[src/rtl/fifo_uart_tx_pkg.sv]
`default_nettype none
// ============================================================================
// Module   : fifo_uart_tx_pkg
// Purpose  : Shared state encoding and serial line levels for fifo_uart_tx.
// Revision : 1.0 - initial release
// ============================================================================
package fifo_uart_tx_pkg;

    typedef enum logic [2:0] {
        IDLE   = 3'd0,
        WAIT   = 3'd1,
        START  = 3'd2,
        DATA   = 3'd3,
        PARITY = 3'd4,
        STOP   = 3'd5
    } state_t;

    localparam logic START_BIT  = 1'b0;
    localparam logic STOP_BIT   = 1'b1;
    localparam logic IDLE_LEVEL = 1'b1;

endpackage
`default_nettype wire

[src/rtl/fifo_uart_tx_baud_tick.sv]
`default_nettype none
// ============================================================================
// Module   : uart_baud_tick
// Purpose  : Per-bit cycle counter; tick marks the last cycle of a serial bit.
// Revision : 1.0 - initial release
// ============================================================================
module uart_baud_tick #(
    parameter int CLKS_PER_BIT = 4
) (
    input  logic clk,
    input  logic rst,
    input  logic clear,
    output logic tick
);

    localparam int CW = (CLKS_PER_BIT > 1) ? $clog2(CLKS_PER_BIT) : 1;
    localparam logic [CW-1:0] C_LAST = CW'(CLKS_PER_BIT - 1);

    logic [CW-1:0] r_count;

    always_ff @(posedge clk or negedge rst) begin
        if (!rst) begin
            r_count <= '0;
        end else if (clear || tick) begin
            r_count <= '0;
        end else begin
            r_count <= r_count + 1'b1;
        end
    end

    assign tick = (r_count == C_LAST);

endmodule
`default_nettype wire

[src/rtl/fifo_uart_tx.sv]
`default_nettype none
// ============================================================================
// Module   : fifo_uart_tx
// Purpose  : Pops words from a synchronous FIFO and sends them as serial frames.
//            FIFO_UART_TX_PARITY_EN adds an even-parity bit after the data.
// Revision : 1.0 - initial release
// ============================================================================
module fifo_uart_tx
    import fifo_uart_tx_pkg::*;
#(
    parameter int W            = 4,
    parameter int CLKS_PER_BIT = 4
) (
    input  logic         clk,
    input  logic         rst,
    input  logic         tx_en,
    input  logic         fifo_empty,
    input  logic [W-1:0] fifo_data,
    output logic         fifo_rd_en,
    output logic         tx,
    output logic         busy,
    output logic         frame_done
);

    localparam int BW = (W > 1) ? $clog2(W) : 1;
    localparam logic [BW-1:0] C_LAST_BIT = BW'(W - 1);

    state_t        r_state;
    state_t        w_next_state;
    logic [W-1:0]  r_shift;
    logic [BW-1:0] r_bit_idx;
    logic          w_tick;
    logic          w_clear;
    logic          w_pop;
`ifdef FIFO_UART_TX_PARITY_EN
    logic          r_parity;
`endif

    // Counter held at zero outside a frame so START always gets a full bit.
    assign w_clear    = (r_state == IDLE) || (r_state == WAIT);
    assign w_pop      = (r_state == IDLE) && tx_en && !fifo_empty;
    assign fifo_rd_en = w_pop;

    uart_baud_tick #(
        .CLKS_PER_BIT (CLKS_PER_BIT)
    ) u_baud (
        .clk   (clk),
        .rst   (rst),
        .clear (w_clear),
        .tick  (w_tick)
    );

    always_ff @(posedge clk or negedge rst) begin
        if (!rst) begin
            r_state <= IDLE;
        end else begin
            r_state <= w_next_state;
        end
    end

    always_ff @(posedge clk or negedge rst) begin
        if (!rst) begin
            r_shift   <= '0;
            r_bit_idx <= '0;
`ifdef FIFO_UART_TX_PARITY_EN
            r_parity  <= 1'b0;
`endif
        end else if (r_state == WAIT) begin
            r_shift   <= fifo_data;
            r_bit_idx <= '0;
`ifdef FIFO_UART_TX_PARITY_EN
            r_parity  <= ^fifo_data;
`endif
        end else if ((r_state == DATA) && w_tick) begin
            r_shift   <= r_shift >> 1;
            r_bit_idx <= r_bit_idx + 1'b1;
        end
    end

    always_comb begin
        w_next_state = r_state;
        case (r_state)
            IDLE:   if (w_pop)  w_next_state = WAIT;
            WAIT:               w_next_state = START;
            START:  if (w_tick) w_next_state = DATA;
            DATA: begin
                if (w_tick && (r_bit_idx == C_LAST_BIT)) begin
`ifdef FIFO_UART_TX_PARITY_EN
                    w_next_state = PARITY;
`else
                    w_next_state = STOP;
`endif
                end
            end
            PARITY: if (w_tick) w_next_state = STOP;
            STOP:   if (w_tick) w_next_state = IDLE;
            default:            w_next_state = IDLE;
        endcase
    end

    always_comb begin
        tx         = IDLE_LEVEL;
        busy       = (r_state != IDLE);
        frame_done = (r_state == STOP) && w_tick;
        case (r_state)
            START:  tx = START_BIT;
            DATA:   tx = r_shift[0];
`ifdef FIFO_UART_TX_PARITY_EN
            PARITY: tx = r_parity;
`endif
            STOP:   tx = STOP_BIT;
            default: tx = IDLE_LEVEL;
        endcase
    end

endmodule
`default_nettype wire

[config.mk]
export PLATFORM = sky130hd
export DESIGN_NAME = fifo_uart_tx
export DESIGN_NICKNAME = d
export VERILOG_FILES = /design/src/rtl/fifo_uart_tx_pkg.sv /design/src/rtl/fifo_uart_tx_baud_tick.sv /design/src/rtl/fifo_uart_tx.sv
export SDC_FILE = /design/constraint.sdc
export NUM_CORES = 1
export LEC_CHECK = 0
export BUFFER_PORTS_ARGS = -buffer_cell sky130_fd_sc_hd__buf_2
export CORE_AREA = 2 2 39 41
export CTS_CLUSTER_SIZE = 14
export DETAILED_ROUTE_END_ITERATION = 8
export DIE_AREA = 0 0 41 43
export GPL_ROUTABILITY_DRIVEN = 0
export PLACE_DENSITY = 0.68
export SETUP_SLACK_MARGIN = 0.02
export SYNTH_ARGS = -nofsm -noshare
export SYNTH_HDL_FRONTEND = slang
export SYNTH_SLANG_ARGS = --single-unit
[constraint.sdc]
create_clock -name clk -period 4.32 [get_ports clk]
set_input_delay 0.864 -clock clk [delete_from_list [all_inputs] [get_ports clk]]
set_output_delay 0.864 -clock clk [all_outputs]
set_load 0.02 [all_outputs]
* Yosys cells after proc, flatten, opt, wreduce, memory -nomap -nowiden
Cells that the tools add are included.
** Operators by class
- Add/sub/neg operators :: 2
- Multiply operators :: 0
- Divide/modulo/power cells :: 0
- Order comparisons :: 0
- Equality and inequality tests :: 12
- Shift operators :: 0
- Mux-type cells :: 12
- Bitwise gates (word level) :: 0
- Reductions and logical operators :: 12
** Operators with widths (count)
- one-hot mux 3 bit (6 select lines) :: 1
- two-way mux 3 bit :: 5
- two-way mux 4 bit :: 2
- inequality test 2 x 1 -> 1 bit (second input constant) :: 4
- == test 3 x 2 -> 1 bit (second input constant) :: 2
- == test 3 bit (second input constant) :: 2
- two-way mux 2 bit :: 3
- logical AND 1 bit :: 5
- AND reduction 5 bit :: 1
- adder 2 x 1 -> 2 bit (second input constant) :: 2
- == test 2 bit (second input constant) :: 2
- == test 3 x 1 -> 1 bit (second input constant) :: 1
- logical NOT 3 bit :: 1
- nonzero test 3 bit :: 1
- logical OR 1 bit :: 2
- inequality test 2 bit (second input constant) :: 1
- one-hot mux 1 bit (2 select lines) :: 1
- nonzero test 2 bit :: 1
- logical NOT 1 bit :: 1
** Word-level totals
- Bits in registers :: 11
- Latch bits :: 0
- Memory bits (writable) :: 0
- ROM bits :: 0
- Input bits :: 8
- Logic and storage cells :: 42
- Memories kept :: 0

* Longest topological paths before layout
Gate-level depths: netlist of the first run.
- Word-level depth :: 5
- Mapped depth :: 6
- Gate-level depth less buffers :: 4

* Cells and area by module
From an unflattened synthesis of the first run, not the netlist that was laid out.
** Unflattened totals
- Cells, all modules :: 61
- Area, all modules :: 623.1 sq um
** By module, submodules not included
- fifo_uart_tx :: instances 1, cells an instance 56, area an instance 538.0 sq um, seq. area each 225.2 sq um
- uart_baud_tick :: instances 1, cells an instance 5, area an instance 85.1 sq um, seq. area each 50.0 sq um

* Worst setup path after synthesis of the first run
OpenSTA, ideal clock, no wires.
- Path kind :: register to output
- From :: register r_state[1]
- To :: output fifo_rd_en
- Arrival :: 1.294 ns
- Required time :: 3.456 ns
- Slack :: 2.162 ns
- Cell stages (with the launch flop) :: 4
- Cell sequence :: dfrtp_1 buf_4 or3_4 nor3b_2
** On the way
- Cells in the longest elaborated chain, start to end :: 3
** RTL lines
- start: declaration :: line fifo_uart_tx.sv:28 : state_t r_state;
- start signal: assignment :: line fifo_uart_tx.sv:57 : r_state <= w_next_state;
- logical NOT 3 bit :: line fifo_uart_tx.sv:41 : assign w_pop = (r_state == IDLE) && tx_en && !fifo_empty;
- logical AND 1 bit (2 in a row) :: line fifo_uart_tx.sv:41
- end: declaration :: line fifo_uart_tx.sv:19 : output logic fifo_rd_en,
No other way between the ends.

* Final worst setup path of the first run
Same ends and word-level chain as after synthesis.

==> metrics.md, run 1 <==
| Metric | Value |
|---|---|
| Main area contributors after synthesis | `dfrtp_1, a22o_1, ha_1, nand2b_1, nor3b_2` |
| CP Capture Type | `output port` |
| Remaining Overflow, GRT | `0` |
| Prevailing post-synth register cell | `dfrtp_1` |
| #FFs+latches synth | `11` |
| Detailed-route vias per instance | `5.329` |
| Final Hold Fails | `0` |
| Hold_buf cts | `0` |
| TritonCTS clock tree | `built` |
| CP delay by family, top | `simple AND/OR/NAND/NOR gates` |
| Yosys top cell by area | `dfrtp_1` |
| Clock Skew | `0.005650 ns` |
| Clk_lat worst skew | `0.27 ns` |
| Iter 0 DRT Violations | `11` |
| Peak supply drop | `0.2640 mV` |
| Routed WL | `959 um` |
| Commonest cells post-synth | `dfrtp_1, nor2_1, nand2b_1` |
| Pre-CTS setup slack | `2.109 ns` |
| Non-filler cells, final | `82` |
| Req. time, crit path | `3.46 ns` |
| Average size of a mapped cell | `10.62 um^2` |
| Most common cell in the netlist | `dfrtp_1` |
| Final nets | `77` |
| Final Power | `0.4362 mW` |
| EDFF count, synth | `0` |
| Syn Nets | `65` |
| Max-Cap Viols | `0` |
| Antenna violations before repair | `0` |
| Worst-path clk slew | `0.07 ns` |
| # clock sinks | `11` |
| Worst reg2reg setup slack | `2.82 ns` |
| H-tree level count | `1` |
| Ant diodes | `0` |
| Min Tclk post-route | `2.421 ns` |
| Core Util, Final | `47.74%` |
| Post-cts resize count | `0` |
| Post-route setup slack | `1.899 ns` |
| CTS root buffer | `clkbuf_4` |
| Drt first pass iters | `4` |
| Crit path buffers/inverters | `1` |
| Setup TNS Final | `0 ns` |
| Critical path startpoint category | `flop` |
| Placed Cells | `78` |
| Number of remaining DRC errors | `0` |
| Synth Instances | `55` |
| Cell Rows | `14` |
| Pwr Density | `660.2 mW/mm^2` |
| Postcts setup bufs | `0` |
| Crit-path cells | `or3_4 -> nor3b_2 -> buf_2` |
| Ys async rst share | `100.0%` |
| Port bufs | `11` |
| Detailed-route via count | `437` |
| Sequential area share after synthesis | `47.11%` |
| Leak | `0.3179 nW` |
| CP max stage cell | `dfrtp_1` |
| Largest stage delay, worst path | `0.50 ns` |
| Die area | `0.001763 mm^2` |
| Core Box Area | `0.001384 mm^2` |
| Outcome | `finished, final reports clean` |
| Post-synthesis cell area | `584.3 um^2` |
| Final worst-path cycle share | `56.03%` |
| Chip Width | `41 um` |
| Antenna Nets Post-Route | `0` |
| Starting Density | `42.22%` |
| Pin count of the biggest net entering global routing | `12` |
| Critical path class | `flop to output port` |
| Total GRT Usage | `12.70%` |
| Top cell type's share of synthesized area | `47.11%` |
| # setup viols final | `0` |
| Filler cells | `142` |
| Max Fclk | `413.1 MHz` |
| Max FO, Critical Path | `11` |
| Max Slew Vio Count | `0` |
| P&R area growth vs syn | `13.06%` |
| Die H | `43 um` |
| Boundary Pins | `12` |
| Worst Hold Class | `input pin to async pin` |
| Vias in the first global route | `387` |
| TritonCTS buffer count | `3` |
| Routed length per instance | `11.70 um` |
| Unrepaired setup endpoints after global routing | `false` |
| Fraction of layout cells with a size suffix above 1 | `27.27%` |
| Crit path DAT | `1.56 ns` |
| Critical R2R Launch | `u_baud.r_count[0]$_DFF_PN0_` |
| Critical path startpoint | `r_state[1]$_DFFE_PN0P_` |
| Worst-margin pin slew | `0.4025 ns` |
| Yosys cell types | `25` |
| Warnings from Yosys | `0` |
| Clock Tree Buf Depth | `2` |
| Detailed Place HPWL | `697.3 um` |
| Rel. slew slack | `73.05%` |
| First-pass GRT wire length | `1524 um` |
-- worst register-to-register path, stage by stage (launching register included) --
cell     delay, ns
dfrtp_1       0.36
ha_1          0.35
and4b_1       0.40
mux2i_1       0.22
nor2_1        0.05
-- through the flow --
| stage | cell area [um^2] | hold slack, ns |
|---|---|---|
| 2_1_floorplan | 584.3 | 0.4150 |
| 3_3_place_gp | 634.4 | 0.4309 |
| 3_5_place_dp | 634.4 | 0.4403 |
| 4_1_cts | 660.6 | 0.4498 |
| 5_1_grt | 660.6 | 0.4587 |
| 6_report | 660.6 | 0.4409 |
-- metal layers --
layer / GRT usage, % / up-vias / wire length, um
met2: 19.06 / 13 / 406
met5: 0 / - / 0
li1: - / 220 / -
met4: 8.000 / 0 / 27
met1: 16.49 / 201 / 476
met3: 1.571 / 3 / 48
-- cell type report --
cell class / instances / area (um^2) / share of cell area (%)
flip-flops and latches: 11 / 275.3 / 41.67
well taps: 16 / 20.02 / 3.030
clock buffers: 4 / 26.28 / 3.977
multi-input cells: 38 / 276.5 / 41.86
repair buffers: 11 / 55.05 / 8.333
inverters: 2 / 7.507 / 1.136
-- where the power goes --
| part | internal, mW | total (mW) | leakage (nW) | switching (mW) |
|---|---|---|---|---|
| Clock | 0.0358 | 0.0722 | 0.0150 | 0.0364 |
| Sequential | 0.147 | 0.185 | 0.134 | 0.0377 |
| Combinational | 0.0895 | 0.179 | 0.169 | 0.0893 |
| Total | 0.273 | 0.436 | 0.318 | 0.163 |
-- cell usage in the layout, fill, tap and decap left out --
| master | n |
|---|---|
| a311oi_1 | 1 |
| clkbuf_4 | 3 |
| nor2_1 | 5 |
| o21ai_1 | 1 |
| a21o_1 | 3 |
| nor3b_1 | 1 |
| nor3b_2 | 2 |
| and2_1 | 1 |
| inv_1 | 2 |
| o22ai_1 | 2 |
| o32ai_1 | 1 |
| nand2b_1 | 4 |
| or3_4 | 1 |
| nor2_2 | 1 |
| dfrtp_1 | 11 |
| ha_1 | 2 |
| mux2i_1 | 1 |
| xnor2_1 | 1 |
| a22o_1 | 3 |
| clkbuf_1 | 1 |
| nand2_1 | 3 |
| nor3_1 | 2 |
| and4b_1 | 1 |
| a211o_1 | 1 |
| buf_2 | 11 |
| a221oi_1 | 1 |
-- logic make-up (layout without fill, tap and decap cells) --
logic type               count (synthesis)  count (layout)  synth area share (%)
AO/OA/AOI/OAI                           13              13                 17.35
XOR/XNOR                                 1               1                 1.499
adder cells (fa/ha/maj)                  2               2                 4.282
buffers and inverters                    6              17                 5.567
flip-flops                              11              11                 47.11
multiplexers                             1               1                 1.713
AND/OR/NAND/NOR                         21              21                 22.48
-- sequential cells by signal (all words and copies together) (netlist names) --
name / count
u_baud.r_count: 2
r_bit_idx: 2
r_shift: 4
r_state: 3
-- final timing paths --
kind / end / cells after the start
setup / recovery: fifo_rd_en / 3
hold / removal: r_bit_idx[0]$_DFFE_PN0P_ / 1
setup reg to reg: r_bit_idx[1]$_DFFE_PN0P_ / 4
hold reg to reg: u_baud.r_count[0]$_DFF_PN0_ / 1
max in group asynchronous: r_state[2]$_DFFE_PN0P_ / 1
min in group clk: u_baud.r_count[0]$_DFF_PN0_ / 1
Note: power is estimated with default switching activity, not from simulation.
==> run 2: changes to the inputs <==
ABC_AREA = 1   (was unset)
CORE_AREA = unset   (was 2 2 39 41)
CORE_UTILIZATION = 47   (was unset)
DIE_AREA = unset   (was 0 0 41 43)
PLACE_DENSITY = 0.73   (was 0.68)
clock period = 2.17 ns   (was 4.32 ns; I/O delays follow)
==> metrics.md, run 2 <==
| Metric | Value |
|---|---|
| Worst-margin pin slew | `0.3968 ns` |
| H-tree level count | `1` |
| Crit path DAT | `1.44 ns` |
| Req. time, crit path | `1.74 ns` |
| Clk_lat worst skew | `0.28 ns` |
| Fraction of layout cells with a size suffix above 1 | `35.71%` |
| Rel. slew slack | `73.55%` |
| Ant diodes | `0` |
| Yosys top cell by area | `dfrtp_1` |
| Sequential area share after synthesis | `39.43%` |
| Detailed-route via count | `535` |
| Iter 0 DRT Violations | `17` |
| Starting Density | `52.35%` |
| Most common cell after layout, fill and taps aside | `nand2_1` |
| First-pass GRT wire length | `1938 um` |
| Top cell type's share of synthesized area | `39.43%` |
| Compound-Gate Fraction of Synth Area | `2.509%` |
| Yosys cell types | `20` |
| Max reg flops | `4` |
| Critical path class | `flop to output port` |
| Antenna violations before repair | `0` |
| Largest regs | `r_shift x4, r_state x3` |
| Clock Skew | `0.008849 ns` |
| #FFs+latches synth | `11` |
| Sw frac | `47.79%` |
| Mux contribution to synthesized area | `0%` |
| Ys async rst share | `100.0%` |
| Max FO, Critical Path | `9` |
| Syn Nets | `95` |
| Seq pwr share | `36.5%` |
| Synth Instances | `85` |
| Pin count of the biggest net entering global routing | `12` |
| Most frequent cells in the layout | `nand2_1, buf_2, dfrtp_1, nand3_1` |
| Prevailing post-synth register cell | `dfrtp_1` |
| Simple-Gate Fraction of Synth Area | `46.06%` |
| Hold_buf cts | `0` |
| Postcts setup bufs | `0` |
| Antenna Nets Post-Route | `0` |
| Worst Hold Class | `input pin to async pin` |
| Die H | `40.54 um` |
| Max-Cap Viols | `0` |
| Drt first pass iters | `4` |
| Peak supply drop | `0.7440 mV` |
| Clock Tree Buf Depth | `2` |
| Main area contributors after synthesis | `dfrtp_1, nand2_1, nand2_2, nand3_1, nor2_8` |
| Cell Rows | `13` |
| Clk pwr share | `13.6%` |
| Core Box Area | `0.001334 mm^2` |
| TritonCTS buffer count | `3` |
| Total GRT Usage | `19.01%` |
| Detailed Place HPWL | `925.1 um` |
| Min Tclk post-route | `1.874 ns` |
| Final nets | `109` |
| Boundary Pins | `12` |
| Post-Synth Adder-Cell Area | `3.584%` |
| Outcome | `finished, final reports clean` |
| Top reg by flops | `r_shift` |
| # setup viols final | `0` |
| Unrepaired setup endpoints after global routing | `false` |
| Detailed-route vias per instance | `4.735` |
| Comb pwr share | `49.9%` |
| Switching pwr | `0.5254 mW` |
| Max Slew Vio Count | `0` |
| Remaining Overflow, GRT | `0` |
| Warnings from Yosys | `0` |
| Post-synthesis cell area | `698.2 um^2` |
| CTS root buffer | `clkbuf_4` |
| Worst-path clk slew | `0.08 ns` |
| Cell Int Power | `0.5740 mW` |
| TritonCTS clock tree | `built` |
| P&R area growth vs syn | `11.11%` |
| Routed WL | `1185 um` |
| Routed length per instance | `10.49 um` |
| Port bufs | `11` |
| Chip Width | `40.54 um` |
| Final Hold Fails | `0` |
| Most common cell in the netlist | `nand2_1` |
| XOR/XNOR Fraction of Synth Area | `0%` |
| Die area | `0.001643 mm^2` |
| Leak | `0.4319 nW` |
| Core Util, Final | `58.16%` |
| Post-cts resize count | `0` |
| Final worst-path cycle share | `86.35%` |
| Max Fclk | `533.7 MHz` |
| EDFF count, synth | `0` |
| Number of remaining DRC errors | `0` |
| Setup TNS Final | `0 ns` |
| Largest family of logic cells by synthesized area | `simple AND/OR/NAND/NOR gates` |
| Pwr Density | `1417 mW/mm^2` |
| Commonest cells post-synth | `nand2_1, dfrtp_1, nand3_1` |
| CP Capture Type | `output port` |
| Vias in the first global route | `459` |
| # clock sinks | `11` |
| Average size of a mapped cell | `8.214 um^2` |
| Critical path startpoint category | `flop` |
==> run 2: changes by cell type in the layout (fill, tap and decap cells not counted), moves of 2 or more <==
cell | previous run | this run
nor2_8 | 0 | 2
nand2b_1 | 4 | 0
nor2_1 | 5 | 7
a21o_1 | 3 | 0
nand3_1 | 0 | 8
o22ai_1 | 2 | 0
a22o_1 | 3 | 0
nand3_2 | 0 | 3
nand2_2 | 0 | 7
nand2_1 | 3 | 25
inv_2 | 0 | 4
inv_1 | 2 | 4
nor3b_2 | 2 | 0
==> run 2: per-layer routing <==
layer	global-route usage (%)	share of wire [%]
met3	5.000	3.1
met4	12.50	2.0
met2	24.21	40
met5	0	0
met1	27.40	55
==> run 2: path summary, 6_finish.rpt <==
path,from,end,slack (ns),cells past startpoint
worst max-delay path,r_state[0]$_DFFE_PN0P_,fifo_rd_en,0.30,6
worst min-delay path,rst,r_state[2]$_DFFE_PN0P_,0.005,1
worst max register to register,u_baud.r_count[0]$_DFF_PN0_,r_shift[1]$_DFFE_PN0P_,0.87,6
min in group clk,fifo_data[3],r_shift[3]$_DFFE_PN0P_,0.37,3
max in group asynchronous,rst,r_shift[1]$_DFFE_PN0P_,1.95,1
worst min register to register,u_baud.r_count[0]$_DFF_PN0_,u_baud.r_count[0]$_DFF_PN0_,0.44,1
==> run 2: logic make-up (layout without fill, tap and decap cells) <==
group           Yosys count  in the layout
simple gates             58             58
flops                    11             11
buf+inv                  11             24
compound gates            3              3
fa+ha+maj                 2              2
==> run 2: critical path, cell delays in order (launching register included) <==
cell	delay, ns
dfrtp_1	0.53
nor2_4	0.17
inv_2	0.05
nor2_2	0.12
inv_2	0.05
nor2_1	0.07
buf_2	0.16
==> run 2: area by class of cell <==
type                    instances  area (um^2)
well taps                      15        18.77
multi-input cells              63        364.1
clock buffers                   4        26.28
inverters                       9        36.28
flip-flops and latches         11        275.3
fillers                       121        558.0
repair buffers                 11        55.05
==> run 2: power groups by stage <==
stage	combinational, mW	clock [mW]	sequential (mW)
after floorplan	0.544	0	0.340
after global placement	0.547	0	0.403
after detailed placement	0.553	0	0.404
after CTS	0.555	0.150	0.400
after global routing	0.619	0.161	0.416
final	0.549	0.150	0.401
==> run 2: per-stage QoR <==
step / power (mW) / hold slack (ns) / instances / cell area, um^2 / setup slack (ns)
2_1_floorplan: 0.8836 / 0.1384 / 85 / 698.2 / 0.6081
3_3_place_gp: 0.9492 / 0.3233 / 109 / 749.5 / 0.6278
3_5_place_dp: 0.9568 / 0.3209 / 109 / 749.5 / 0.6074
4_1_cts: 1.105 / 0.02155 / 113 / 775.7 / 0.2966
5_1_grt: 1.196 / 0.02789 / 113 / 775.7 / 0.1702
6_report: 1.099 / 0.005092 / 113 / 775.7 / 0.2963
